**config.mk**
```make
export PLATFORM = sky130hd
export DESIGN_NAME = ysyx_23060332_ifu
export DESIGN_NICKNAME = d
export VERILOG_FILES = /design/src/rtl/ysyx_23060332_ifu_pkg.sv /design/src/rtl/ysyx_23060332_ifu.sv
export SDC_FILE = /design/constraint.sdc
export NUM_CORES = 1
export LEC_CHECK = 0
export BUFFER_PORTS_ARGS = -buffer_cell sky130_fd_sc_hd__buf_2
export CAP_MARGIN = 0
export CORE_UTILIZATION = 43
export CTS_CLUSTER_SIZE = 25
export DETAILED_ROUTE_END_ITERATION = 8
export PLACE_DENSITY = 0.69
export SYNTH_ARGS = -nofsm -noshare
export SYNTH_HDL_FRONTEND = slang
export SYNTH_SLANG_ARGS = --single-unit
```
**constraint.sdc**
```tcl
create_clock -name clk -period 4.65 [get_ports clk]
set_clock_uncertainty 0.1 [all_clocks]
set_input_delay 0.465 -clock clk [delete_from_list [all_inputs] [get_ports clk]]
set_output_delay 0.465 -clock clk [all_outputs]
set_load 0.005 [all_outputs]
```
**src/rtl/ysyx_23060332_ifu_pkg.sv**
```systemverilog
// Shared definitions for the instruction fetch unit.
//   InstBus / InstAddrBus : instruction and address widths
//   INST_NOP              : bubble instruction shown to decode when nothing is held
//   RESET_PC_DEF          : first fetch address after reset
//   ifu_state_e           : fetch FSM state encodings
package ysyx_23060332_ifu_pkg;

  localparam int unsigned InstBus     = 32;
  localparam int unsigned InstAddrBus = 32;

  localparam logic [InstBus-1:0]     INST_NOP     = 32'h0000_0013;
  localparam logic [InstAddrBus-1:0] RESET_PC_DEF = 32'h8000_0000;

  typedef enum logic [1:0] {
    IFU_S_IDLE = 2'd0,
    IFU_S_REQ  = 2'd1,
    IFU_S_WAIT = 2'd2,
    IFU_S_OUT  = 2'd3
  } ifu_state_e;

  // Sequential PC step; wraps silently at 2^32.
  function automatic logic [InstAddrBus-1:0] pc_step(input logic [InstAddrBus-1:0] pc);
    return pc + InstAddrBus'(4);
  endfunction

endpackage

```
**src/rtl/ysyx_23060332_ifu.sv**
```systemverilog
// Instruction fetch unit: holds the PC, issues one outstanding fetch at a time
// to instruction memory, buffers the returned instruction and hands it to
// decode with a valid/ready handshake. Redirects from execute discard any
// wrong-path fetch still in flight.
// Ports:
//   clk, rst_n                     clock, async active-low reset
//   imem_req_valid/addr/ready      fetch request channel
//   imem_rsp_valid/data            fetch response (one per accepted request)
//   jump_en, jump_addr             redirect from execute (one-cycle pulse)
//   inst_valid/ready, inst_o,
//   inst_addr_o                    instruction and its PC to decode
module ysyx_23060332_ifu
  import ysyx_23060332_ifu_pkg::*;
#(
  parameter logic [InstAddrBus-1:0] RESET_PC = RESET_PC_DEF,
  parameter logic [InstBus-1:0]     NOP_INST = INST_NOP
) (
  input  logic                   clk,
  input  logic                   rst_n,
  output logic                   imem_req_valid,
  output logic [InstAddrBus-1:0] imem_req_addr,
  input  logic                   imem_req_ready,
  input  logic                   imem_rsp_valid,
  input  logic [InstBus-1:0]     imem_rsp_data,
  input  logic                   jump_en,
  input  logic [InstAddrBus-1:0] jump_addr,
  output logic                   inst_valid,
  input  logic                   inst_ready,
  output logic [InstBus-1:0]     inst_o,
  output logic [InstAddrBus-1:0] inst_addr_o
);

  ifu_state_e             r_state;
  logic [InstAddrBus-1:0] r_fetch_pc;
  logic [InstAddrBus-1:0] r_redirect_pc;
  logic                   r_kill;
  logic                   r_req_valid;
  logic                   r_inst_valid;
  logic [InstBus-1:0]     r_inst;
  logic [InstAddrBus-1:0] r_inst_addr;

  // Request address is the held PC; it only moves outside S_REQ.
  assign imem_req_valid = r_req_valid;
  assign imem_req_addr  = r_fetch_pc;
  assign inst_valid     = r_inst_valid;
  assign inst_o         = r_inst;
  assign inst_addr_o    = r_inst_addr;

  // Fetch FSM and one-entry instruction buffer.
  always_ff @(posedge clk or negedge rst_n) begin
    if (!rst_n) begin
      r_state       <= IFU_S_IDLE;
      r_fetch_pc    <= RESET_PC;
      r_redirect_pc <= '0;
      r_kill        <= 1'b0;
      r_req_valid   <= 1'b0;
      r_inst_valid  <= 1'b0;
      r_inst        <= NOP_INST;
      r_inst_addr   <= RESET_PC;
    end else begin
      unique case (r_state)
        IFU_S_IDLE: begin
          if (jump_en) r_fetch_pc <= jump_addr;
          r_req_valid <= 1'b1;
          r_state     <= IFU_S_REQ;
        end

        IFU_S_REQ: begin
          // A redirect here cannot retract the request; remember the target
          // and drop the response when it arrives.
          if (jump_en) begin
            r_redirect_pc <= jump_addr;
            r_kill        <= 1'b1;
          end
          if (imem_req_ready) begin
            r_req_valid <= 1'b0;
            r_state     <= IFU_S_WAIT;
          end
        end

        IFU_S_WAIT: begin
          if (imem_rsp_valid) begin
            // A same-cycle jump is newer than any pending kill target.
            if (jump_en) begin
              r_fetch_pc  <= jump_addr;
              r_kill      <= 1'b0;
              r_req_valid <= 1'b1;
              r_state     <= IFU_S_REQ;
            end else if (r_kill) begin
              r_fetch_pc  <= r_redirect_pc;
              r_kill      <= 1'b0;
              r_req_valid <= 1'b1;
              r_state     <= IFU_S_REQ;
            end else begin
              r_inst       <= imem_rsp_data;
              r_inst_addr  <= r_fetch_pc;
              r_inst_valid <= 1'b1;
              r_state      <= IFU_S_OUT;
            end
          end else if (jump_en) begin
            r_redirect_pc <= jump_addr;
            r_kill        <= 1'b1;
          end
        end

        IFU_S_OUT: begin
          // Jump wins over a simultaneous decode handshake.
          if (jump_en) begin
            r_inst_valid <= 1'b0;
            r_inst       <= NOP_INST;
            r_fetch_pc   <= jump_addr;
            r_req_valid  <= 1'b1;
            r_state      <= IFU_S_REQ;
          end else if (inst_ready) begin
            r_inst_valid <= 1'b0;
            r_inst       <= NOP_INST;
            r_fetch_pc   <= pc_step(r_fetch_pc);
            r_req_valid  <= 1'b1;
            r_state      <= IFU_S_REQ;
          end
        end

        default: r_state <= IFU_S_IDLE;
      endcase
    end
  end

endmodule

```
==> flow_summary.ini <==
[run_status]
status = finished clean

[sta]
hold_viol_final = 0
rsz0062_at_grt = false
period_needed_ps = 3140
setup-violations-final = 0
setup-tns-final_ps = 0
finalCritPeriodShare = 0.675
maxSlewViolCount = 0
worst_slew_pin_slew_ps = 1190
fmax_ghz = 0.319
setup_ws_ps = 1510
max_slew_margin = 0.205
hold_slack_ps = 59.2

[global_route]
grt_usage = 0.221
antenna_found_initial = 0
overflow = 0
grt_pass1_vias = 5136
grt_pass1_wl_um = 25500
grt_start_max_net_pins = 98

[floorplan]
die-area_um2 = 15200
core_um2 = 14100
chipWidth_um = 123
start_util = 0.449
placementRows = 43
die_h_um = 123
ios = 168

[synthesis]
syn_inst = 583
synth_nets = 659
yosysMostFrequentCell = dfrtp_1
yosysSeqAreaShare = 0.527
synth_top_area_frac = 0.506
yosysTopAreaCell = dfrtp_1
synth-seq-cells = 133
synthTopCellsByArea = dfrtp_1 51%, mux2_2 11%, o21ai_0 6.0%
synthTopCellsByCount = 128 x dfrtp_1, 76 x o21ai_0, 63 x mux2_2, 53 x nand2_1, 34 x nand2b_1
async_flop_share = 1.00
synthFlopType = dfrtp_1
synth_edf_count = 0
yosysWarnings = 0
synth_area_um2 = 6330
synthDistinctLibCells = 53
syn_area_per_cell_um2 = 10.9

[drt]
drc = 0
wire_per_inst_um = 17.1
vias_per_cell = 5.59
drt-pass1-iter-count = 7
routed_wl_um = 15900
drtAntennaViolNets = 0
drtIter0Drc = 334
num_vias = 5184

[placed_design]
place_ws_ps = 1360
dpl_cell_area_um2 = 7270
gp_congestion = 0.815
io_buffers = 167
dp.cells = 896
dp_hpwl_um = 10800

[clocking]
ctsHoldBuffers = 0
cts_inserted_buffers = 17
clock-sinks = 133
clk_latency_ps = 410
clockBufferDepth = 2
cts.clk_slew.worst_paths_ps = 60
h-tree-depth = 4
ctsResizeCount = 0
tritoncts = yes
cts_setup_buffers = 0
cts_root_buf = clkbuf_16

[worst_setup_path]
crit_slowest_cell = nand2_1
setup.worst_path.end_class = flop
criticalPathCategory = reg2reg
max_stage_delay_ps = 750
worstPathArrival_ps = 3390
path_max_fanout = 42
crit_required_ps = 4900
start_kind = flop
cp_cell_sequence = inv_1 -> ha_1 -> nor2b_1 -> nor3_1 -> nand2_1 -> or4_1 -> nand3_1

[pwr]
peakVddDrop_v = 0.000271
p_leak_nw = 3.82
powerDensity_nw_per_um2 = 633

[final_layout]
synthToLayoutAreaGrowth_pct = 23.5
n_fill_cell = 1230
fin_area_um2 = 7810
regArea_um2 = 3330
multi_input_area_um2 = 2800
drive_gt1_frac = 0.381
finalNetCount = 811
layoutNonFillerInstCount = 928
diodes = 0

[flow_run]
cap_violations = 0

[worst_hold_path]
hp-class = in2async
[worst max-delay path: cells and delay by family (launching register included)]
kind / cells / cell delay [ps]
adders and majority gates: 1 / 380
buffers and inverters: 1 / 100
and+or+nand+nor: 5 / 2090
DFF: 1 / 400
[cells by family after synthesis]
| family | after synthesis | synth area share |
|---|---|---|
| adders and majority gates | 6 | 0.0119 |
| muxes | 69 | 0.122 |
| DFF | 133 | 0.527 |
| AOI/OAI and AO/OA | 160 | 0.162 |
| buffers and inverters | 48 | 0.0364 |
| and+or+nand+nor | 167 | 0.141 |
[metal layers]
metal  routed length (um)  vias up  global-route usage  part of all wire
li1                     -     2424                   -                 -
met1                 6860     2563               0.283              0.43
met2                 7800      173               0.355              0.49
met3                  907       24              0.0586             0.057
met4                  334        0              0.0881             0.021
met5                    0        -                   0                 0
[report_power, final]
part	internal [W]	leakage (nW)	switching, W
combinational	0.000780	1.90	0.000833
sequential	0.00168	1.65	0.000452
clock	0.000749	0.268	0.000449
[layout by cell type (no fill, tap or decap), drive strengths merged, types with 12 or more instances in the layout]
master / n
a22o: 12
buf: 173
a21oi: 15
dfrtp: 128
nand2: 53
o21ai: 77
nor2: 31
mux2: 64
nand2b: 34
clkbuf: 28
[layout make-up]
| cell class | count | area share |
|---|---|---|
| clock buffer | 28 | 0.0661 |
| clock inverter | 4 | 0.00256 |
| multi-input combinational | 402 | 0.358 |
| inverter | 8 | 0.00384 |
| timing repair buffer | 173 | 0.114 |
| tap | 180 | 0.0288 |
| sequential | 133 | 0.427 |
[sequential cells by signal, summed over array words and instances (netlist names)]
signal          cells
imem_req_addr      32
inst_valid          1
r_kill              1
inst_addr_o        32
inst_o             32
imem_req_valid      1
r_redirect_pc      32
r_state             2
[metrics by stage]
| stage | power [W] | utilization |
|---|---|---|
| floorplan | 0.00307 | - |
| global placement | 0.00366 | 0.516 |
| detailed placement | 0.00377 | 0.516 |
| CTS | 0.00498 | 0.554 |
| global route | 0.00531 | 0.554 |
| finish | 0.00495 | 0.554 |
[path summary, 6_finish.rpt]
path	cells past startpoint	slack [ps]	endpoint	from
max	7	1510	imem_req_addr[31]	r_state[0]
min reg2reg	2	370	inst_o[24]	inst_o[24]
max in group asynchronous	2	3350	inst_addr_o[31]	rst_n
min in group clk	2	200	r_redirect_pc[31]	jump_addr[31]
max reg2reg	7	1510	imem_req_addr[31]	r_state[0]
min	1	60	inst_o[13]	rst_n
(Power assumes the default switching activity.)
